[src/rtl/vid_pattern_gen.sv]
// Source end of the vid_io pixel stream: 1080p60-style raster timing (hsync, vsync, VDE)
// with a selectable test pattern. Pixel packing is {R, B, G}, 8 bits per channel.
module vid_pattern_gen #(
  parameter int DATA_WIDTH = 24,
  parameter int H_ACTIVE   = 1920,
  parameter int H_FP       = 88,
  parameter int H_SYNC     = 44,
  parameter int H_BP       = 148,
  parameter int V_ACTIVE   = 1080,
  parameter int V_FP       = 4,
  parameter int V_SYNC     = 5,
  parameter int V_BP       = 36
) (
  input  logic                  clk,
  input  logic                  n_rst,
  input  logic                  i_enable,
  input  logic [2:0]            i_pattern,
  output logic [DATA_WIDTH-1:0] o_vid_data,
  output logic                  o_vid_hsync,
  output logic                  o_vid_vsync,
  output logic                  o_vid_VDE,
  output logic [11:0]           o_hcount,
  output logic [10:0]           o_vcount,
  output logic                  o_frame_start
);

  localparam logic [0:0] ST_IDLE = 1'b0;
  localparam logic [0:0] ST_RUN  = 1'b1;

  localparam logic [11:0] H_ACT    = 12'(H_ACTIVE);
  localparam logic [11:0] H_LAST   = 12'(H_ACTIVE + H_FP + H_SYNC + H_BP - 1);
  localparam logic [11:0] HS_FIRST = 12'(H_ACTIVE + H_FP);
  localparam logic [11:0] HS_LAST  = 12'(H_ACTIVE + H_FP + H_SYNC - 1);
  localparam logic [10:0] V_ACT    = 11'(V_ACTIVE);
  localparam logic [10:0] V_LAST   = 11'(V_ACTIVE + V_FP + V_SYNC + V_BP - 1);
  localparam logic [10:0] VS_FIRST = 11'(V_ACTIVE + V_FP);
  localparam logic [10:0] VS_LAST  = 11'(V_ACTIVE + V_FP + V_SYNC - 1);
  localparam logic [10:0] BAR_LIM  = 11'(H_ACTIVE);

  // Colour-bar edges: one eighth of the active width each, so h/240 becomes a range compare.
  localparam int BAR_W = H_ACTIVE / 8;
  localparam logic [11:0] BAR_E1 = 12'(BAR_W * 1);
  localparam logic [11:0] BAR_E2 = 12'(BAR_W * 2);
  localparam logic [11:0] BAR_E3 = 12'(BAR_W * 3);
  localparam logic [11:0] BAR_E4 = 12'(BAR_W * 4);
  localparam logic [11:0] BAR_E5 = 12'(BAR_W * 5);
  localparam logic [11:0] BAR_E6 = 12'(BAR_W * 6);
  localparam logic [11:0] BAR_E7 = 12'(BAR_W * 7);

  localparam logic [23:0] C_WHITE   = 24'hFFFFFF;
  localparam logic [23:0] C_YELLOW  = 24'hFF00FF;
  localparam logic [23:0] C_CYAN    = 24'h00FFFF;
  localparam logic [23:0] C_GREEN   = 24'h0000FF;
  localparam logic [23:0] C_MAGENTA = 24'hFFFF00;
  localparam logic [23:0] C_RED     = 24'hFF0000;
  localparam logic [23:0] C_BLUE    = 24'h00FF00;

  logic [0:0]  state_q;
  logic [11:0] h_q;
  logic [10:0] v_q;
  logic [2:0]  pattern_q;
  logic [10:0] bar_x_q;

  logic            frame_first;
  logic            last_beat;
  logic            active;
  logic [2:0]      pattern_cur;
  logic [11:0]     bar_lo;
  logic [11:0]     bar_hi;
  logic [10:0]     bar_step;
  logic [10:0]     bar_next;
  logic [23:0]     pixel;

  assign frame_first = (h_q == 12'd0) && (v_q == 11'd0);
  assign last_beat   = (h_q == H_LAST) && (v_q == V_LAST);
  assign active      = (h_q < H_ACT) && (v_q < V_ACT);
  // The first beat of a frame already uses the newly selected pattern.
  assign pattern_cur = frame_first ? i_pattern : pattern_q;
  assign bar_lo      = {1'b0, bar_x_q};
  assign bar_hi      = bar_lo + 12'd64;
  assign bar_step    = bar_x_q + 11'd4;
  assign bar_next    = (bar_step >= BAR_LIM) ? 11'd0 : bar_step;

  always_comb begin
    // NOTE: default assignment first so no path through the case leaves pixel unassigned (no latch).
    pixel = '0;
    if (active) begin
      case (pattern_cur)
        3'd0: begin
          if      (h_q < BAR_E1) pixel = C_WHITE;
          else if (h_q < BAR_E2) pixel = C_YELLOW;
          else if (h_q < BAR_E3) pixel = C_CYAN;
          else if (h_q < BAR_E4) pixel = C_GREEN;
          else if (h_q < BAR_E5) pixel = C_MAGENTA;
          else if (h_q < BAR_E6) pixel = C_RED;
          else if (h_q < BAR_E7) pixel = C_BLUE;
          else                   pixel = '0;
        end
        3'd1:    pixel = {3{h_q[10:3]}};
        3'd2:    pixel = (h_q[6] ^ v_q[6]) ? C_WHITE : '0;
        3'd3:    pixel = ((h_q >= bar_lo) && (h_q < bar_hi)) ? C_WHITE : '0;
        default: pixel = '0;
      endcase
    end
  end

  // NOTE: all state here is sequential, so every assignment below is non-blocking.
  always_ff @(posedge clk) begin
    if (!n_rst) begin
      state_q       <= ST_IDLE;
      h_q           <= '0;
      v_q           <= '0;
      pattern_q     <= '0;
      bar_x_q       <= '0;
      o_vid_data    <= '0;
      o_vid_hsync   <= 1'b0;
      o_vid_vsync   <= 1'b0;
      o_vid_VDE     <= 1'b0;
      o_hcount      <= '0;
      o_vcount      <= '0;
      o_frame_start <= 1'b0;
    end else begin
      case (state_q)
        ST_RUN: begin
          o_vid_data    <= DATA_WIDTH'(pixel);
          o_vid_hsync   <= (h_q >= HS_FIRST) && (h_q <= HS_LAST);
          o_vid_vsync   <= (v_q >= VS_FIRST) && (v_q <= VS_LAST);
          o_vid_VDE     <= active;
          o_hcount      <= h_q;
          o_vcount      <= v_q;
          o_frame_start <= frame_first;
          if (frame_first) pattern_q <= i_pattern;
          if (h_q == H_LAST) begin
            h_q <= '0;
            v_q <= (v_q == V_LAST) ? 11'd0 : v_q + 11'd1;
          end else begin
            h_q <= h_q + 12'd1;
          end
          // Stopping is only considered on the final beat, so a frame is never cut short.
          // The bar position for the next frame is prepared here as well.
          if (last_beat) begin
            bar_x_q <= bar_next;
            if (!i_enable) state_q <= ST_IDLE;
          end
        end
        default: begin
          o_vid_data    <= '0;
          o_vid_hsync   <= 1'b0;
          o_vid_vsync   <= 1'b0;
          o_vid_VDE     <= 1'b0;
          o_hcount      <= '0;
          o_vcount      <= '0;
          o_frame_start <= 1'b0;
          h_q           <= '0;
          v_q           <= '0;
          if (i_enable) state_q <= ST_RUN;
        end
      endcase
    end
  end

endmodule

[config.mk]
export PLATFORM = sky130hd
export DESIGN_NAME = vid_pattern_gen
export DESIGN_NICKNAME = d
export VERILOG_FILES = /design/src/rtl/vid_pattern_gen.sv
export SDC_FILE = /design/constraint.sdc
export NUM_CORES = 1
export LEC_CHECK = 0
export BUFFER_PORTS_ARGS = -buffer_cell sky130_fd_sc_hd__buf_2
export CORE_ASPECT_RATIO = 1.4
export CORE_MARGIN = 4
export CORE_UTILIZATION = 57
export CTS_BUF_LIST = sky130_fd_sc_hd__clkbuf_16
export CTS_CLUSTER_DIAMETER = 60
export DETAILED_ROUTE_END_ITERATION = 12
export PLACE_DENSITY = 0.81
export SYNTH_ARGS = -nofsm -noshare
export SYNTH_HDL_FRONTEND = slang
export SYNTH_SLANG_ARGS = --single-unit
export TNS_END_PERCENT = 1
[constraint.sdc]
create_clock -name clk -period 3.1 [get_ports clk]
set_clock_uncertainty 0.2 [all_clocks]
set_input_delay 0.31 -clock clk [delete_from_list [all_inputs] [get_ports clk]]
set_output_delay 0.31 -clock clk [all_outputs]
set_load 0.02 [all_outputs]
* Word-level counts from Yosys, hierarchy flattened
Cells that the tools add are included.
** Storage, ports and cells
- Output and inout port bits :: 51
- Memories :: 0
- RAM bits :: 0
- Bits in read-only memories :: 0
- Input bits :: 6
- Logic and storage cells :: 69
- Flip-flop bits (word level) :: 89
- Bits in latches :: 0
** Operators by class
- Shifts and indexed selects :: 0
- Multiply operators :: 0
- Order comparisons :: 16
- Reductions and logical operators :: 13
- Eq/ne operators :: 5
- Bitwise logic cells :: 3
- Div/mod/pow operators :: 0
- Mux-type cells :: 16
- Add/subtract/negate cells :: 4
** Operators with widths (number)
- 2-to-1 mux 24 bit :: 8
- case mux 24 bit (4 select lines) :: 1
- less-than comparator 12 x 11 -> 1 bit, second input constant :: 4
- less-than comparator 12 x 10 -> 1 bit, second input constant :: 2
- >= comparator 11 bit, second input constant :: 2
- 2-to-1 mux 11 bit :: 2
- 2-to-1 mux 16 bit :: 1
- adder 11 x 7 -> 12 bit, second input constant :: 1
- adder 12 x 1 -> 12 bit, second input constant :: 1
- equality test 12 bit, second input constant :: 1
- >= comparator 12 x 11 -> 1 bit :: 1
- >= comparator 12 x 11 -> 1 bit, second input constant :: 1
- <= comparator 12 bit, second input constant :: 1
- zero test 12 bit :: 1
- less-than comparator 12 bit :: 1
- less-than comparator 12 x 8 -> 1 bit, second input constant :: 1
- less-than comparator 12 x 9 -> 1 bit, second input constant :: 1
- adder 11 x 1 -> 11 bit, second input constant :: 1
- adder 11 x 3 -> 11 bit, second input constant :: 1
- equality test 11 bit, second input constant :: 1
- <= comparator 11 bit, second input constant :: 1
- zero test 11 bit :: 1
- less-than comparator 11 bit, second input constant :: 1
- equality test 3 x 2 -> 1 bit, second input constant :: 2
- other kinds (10) :: 19

* Depth between registers and ports, before layout
- Depth in word-level cells :: 9
- Depth in mapped cells :: 10
- Mapped depth without buffers :: 9

* Worst setup path after synthesis
No wires, ideal clock.
- Path kind :: register to register
- From :: reg bar_x_q[8]
- To :: reg o_vid_data[18]
- Clock period less this slack :: 2437 ps
- Data required time :: 2826 ps
- Arrival :: 2163 ps
- Stages on the path, launching flop included :: 11
- Path slack :: 663 ps
- Library setup time :: 74 ps
- Buffers on the path :: 2
- Cells stage by stage :: dfxtp_1 > clkbuf_1 > nand2_1 > or4_1 > ha_1 > o2111a_1 > nand3b_1 > a2bb2oi_1 > o2111ai_2 > buf_2 > a31oi_1
** On the way
- Longest elaborated chain between the ends :: 5
- Elaborated cells on any way between the ends :: 6
- Those cells by class :: 1 x add/sub; 2 x order compare; 2 x mux; 1 x reduce/logical
** RTL lines
- start, declared :: line 62 : logic [10:0] bar_x_q;
- start signal, assigned :: line 142 : bar_x_q <= bar_next;
- adder 11 x 7 -> 12 bit :: line 80 : assign bar_hi = bar_lo + 12'd64;
- less-than comparator 12 bit :: line 101 : 3'd3: pixel = ((h_q >= bar_lo) && (h_q < bar_hi)) ? C_WHITE : '0;
- logical AND 1 bit (*) :: line 101
- 2-to-1 mux 24 bit (*) :: line 101
- case mux 24 bit (4 select lines) (*) :: line 88 : case (pattern_cur)
- end signal, assigned :: line 125 : o_vid_data <= DATA_WIDTH'(pixel);
- end, declared :: line 18 : output logic [DATA_WIDTH-1:0] o_vid_data,
Mark *: on every way between the ends. The rest lies on a longest branch, timed or not.
A chain may end at the register's enable or synchronous reset.

* Final worst setup path
- From :: reg bar_x_q[6]
- To :: reg o_vid_data[2]
The elaborated chain is that of the path after synthesis.

==> summary.md <==
| Metric | Value |
|---|---|
| Status | completed |
| WP data arrival | ~2800 ps |
| Area of the multi-input gates | 2180 um^2 |
| Top_reg_cell synth | dfxtp_1 |
| Post-Syn Instances | roughly 440 |
| FMAX | around 0.36 GHz |
| Post-Syn Area | about 4100 um^2 |
| RSZ-0062 raised after global routing | false |
| Netlist cell types | 63 |
| Grt ovf | 0 |
| Seq pwr share | 0.512 |
| Setup crit start | bar_x_q[6] |
| Setup TNS | 0 ps |
| Synthesized net count | ~470 |
| CTS Buf Count | 9 |
| Final WS setup | 333 ps |
| Later-pin clock latency in the skew report | between 300 and 400 ps |
| Final HPWL DP | ~6700 um |
| Gate power share | 0.061 |
| Clock share of power | 0.426 |
| Maximum vdd drop | ~0.31 mV |
| Max-cap violation count | 0 |
| Global-route wire length before repair | 15,600 um |
| CTS tree | yes |
| Register Area | between 1500 and 2000 um^2 |
| Sequential fraction of the synthesis area | 0.425 |
| Critical path class | register to register |
| DRT Pass-1 Iters | 5 |
| Setup WS pre-CTS | between 200 and 250 ps |
| Commonest cells post-synth | 87 x dfxtp_1, 44 x nor2_1, 22 x xnor2_1 |
| Largest cells by area after synthesis | dfxtp_1 42%, ha_1 6.4%, xnor2_1 4.7% |
| Fraction of layout cells with a size suffix above 1 | 0.200 |
| ANT nets after route | 0 |
| CP max FO | 24 |
| Crit path launch type | register |
| Top Ports | 57 |
| Remaining DRCs | 0 |
| Final Hold Fails | 0 |
| N_diodes | 0 |
| Die Area | between 8000 and 9000 um^2 |
| CORE AREA | roughly 7000 um^2 |
| Port buffer count | between 50 and 60 |
| Minimum clock period | approximately 2800 ps |
| Routed WL per cell | 16.0 um |
| Syn. warnings | 0 |
| Starting density of the core | 0.588 |
| R2r setup slk | roughly 330 ps |
| Crit-path cells | inv_1 -> or4_1 -> ha_1 -> o2111a_1 -> nand3b_1 -> a2bb2oi_1 -> o2111ai_4 -> a31oi_1 |
| Sw frac | 0.237 |
| WP data required | between 3000 and 4000 ps |
| Worst-Margin Slew | ~680 ps |
| Crit end category | register |
| Asr flop ratio synth | 0 |
| Area grow syn2layout | 15.1% |
| Worst hold slack | roughly 92 ps |
| Final setup vio count | 0 |
| DRT Wirelength | 9430 um |
| # nets final | approximately 520 |
| Pin count of the biggest net entering global routing | 26 |
| Synth top area share | 0.425 |
| Die height | between 100 and 150 um |
| Die W | around 80 um |
| Fill cell count | about 540 |
| Initial DRC Count | between 200 and 250 |
| P_sw | 0.532 mW |
| Flops & latches, synth | 87 |
| Row count | 36 |
| Most numerous cell in the Yosys netlist | dfxtp_1 |
| PwrDens | between 400 and 500 nW/um^2 |
| Max-slew headroom | 0.547 |
| CTS clock-pin slew for the worst setup and hold paths | around 60 ps |
| GRT Util Overall | 0.231 |
| Sink Count | 87 |
| EDFF count, synth | 0 |
| HP Class | input pin to register |
| Number of antenna violations at the first check in global routing | 0 |
| GP Congestion | between 0.9 and 1 |
| Vias in the first global route | 3,269 |
| H-tree levels | 3 |
| Slew Limit Fails | 0 |
| Critical Path Max Stage Delay | roughly 520 ps |
| Cell taking the most area after synthesis | dfxtp_1 |
| CTS root buffer | clkbuf_16 |
| Vias post-DR | around 3,500 |
| Slowest library cell on the worst path | or4_1 |
| Hold Path Origin | i_pattern[0] |
| Max clock buf depth | 2 |
| Vias per cell | ~6.0 |
| Pleak | around 1.9 nW |
| Internal power | roughly 1.7 mW |
| Reg2reg start | bar_x_q[6] |
| Final period util | 0.893 |
| Synthesized area per cell | a little over 9 um^2 |
==> what timing repair did <==
action,CTS,global route
resized for setup,0,1
hold buffers,1,0
setup endpoints to repair,0,4
hold endpoints to repair,1,0
buffers inserted,0,0
==> logic make-up after synthesis <==
family | Yosys count | share of synthesized area
adder cells (fa/ha/maj) | 21 | 0.0640
AND/OR/NAND/NOR | 172 | 0.249
AO/OA/AOI/OAI | 81 | 0.141
flip-flops | 87 | 0.425
multiplexers | 4 | 0.00976
buffers and inverters | 46 | 0.0479
XOR/XNOR | 30 | 0.0640
==> flip-flops by register name (all words and copies together) (netlist names), 3 cells and up <==
| name | count |
|---|---|
| pattern_q | 3 |
| h_q | 12 |
| bar_x_q | 9 |
| o_vid_data | 24 |
| o_vcount | 11 |
| o_hcount | 12 |
| v_q | 11 |
==> final cells by class <==
class                           instances  share of cell area
Multi-Input combinational cell        308               0.461
Timing Repair Buffer                   64              0.0726
Clock inverter                          7             0.00848
Clock buffer                            9              0.0477
Sequential cell                        87               0.369
Inverter                               21              0.0167
Tap cell                               95              0.0252
==> stage by stage <==
stage,std cells,area [um^2],util,total power [mW]
3_3_place_gp,574,4440,0.635,1.31
6_report,591,4720,0.677,2.25
2_1_floorplan,441,4100,-,1.27
3_5_place_dp,574,4440,0.635,1.31
5_1_grt,591,4720,0.677,2.32
4_1_cts,591,4710,0.675,2.27
==> critical path: cells and delay by family (launching register included) <==
| kind | cells | cell delay, ps |
|---|---|---|
| AOI/OAI and AO/OA | 4 | 1040 |
| and+or+nand+nor | 2 | 610 |
| DFF | 1 | 410 |
| adders and majority gates | 1 | 310 |
| buffers and inverters | 1 | 120 |
==> metal layers <==
layer,vias to the layer above,GRT usage,share of wire
met5,-,0,0
met2,125,0.403,0.51
met4,0,0.138,0.040
li1,1694,-,-
met3,38,0.0433,0.049
met1,1679,0.257,0.41
==> worst paths after layout <==
kind / endpoint / cells after the start
min reg2reg: h_q[0] / 1
max reg2reg: o_vid_data[2] / 8
max: o_vid_data[2] / 8
min: pattern_q[0] / 3
==> power by group through the flow <==
stage	combinational [mW]	sequential (mW)	clock [mW]
2_1_floorplan	0.0851	1.19	0
3_3_place_gp	0.131	1.18	0
3_5_place_dp	0.134	1.18	0
4_1_cts	0.136	1.15	0.979
5_1_grt	0.149	1.15	1.02
6_report	0.138	1.15	0.958
==> layout by cell type (no fill, tap or decap), drive strengths merged, types with 5 or more instances in the layout <==
master  Yosys  layout
clkinv      0       5
clkbuf     14       9
buf        11      63
and3       23      23
nand4      13      13
and4        6       6
inv        21      21
ha         21      21
a41oi       8       8
o21ai      20      20
a21oi      13      13
nand2      19      19
nand3      20      20
xnor2      22      22
nor3       10      10
nor2       44      44
a31oi      17      17
xor2        8       8
dfxtp      87      87
nor4        9       9
Note: power is estimated with default switching activity, not from simulation.
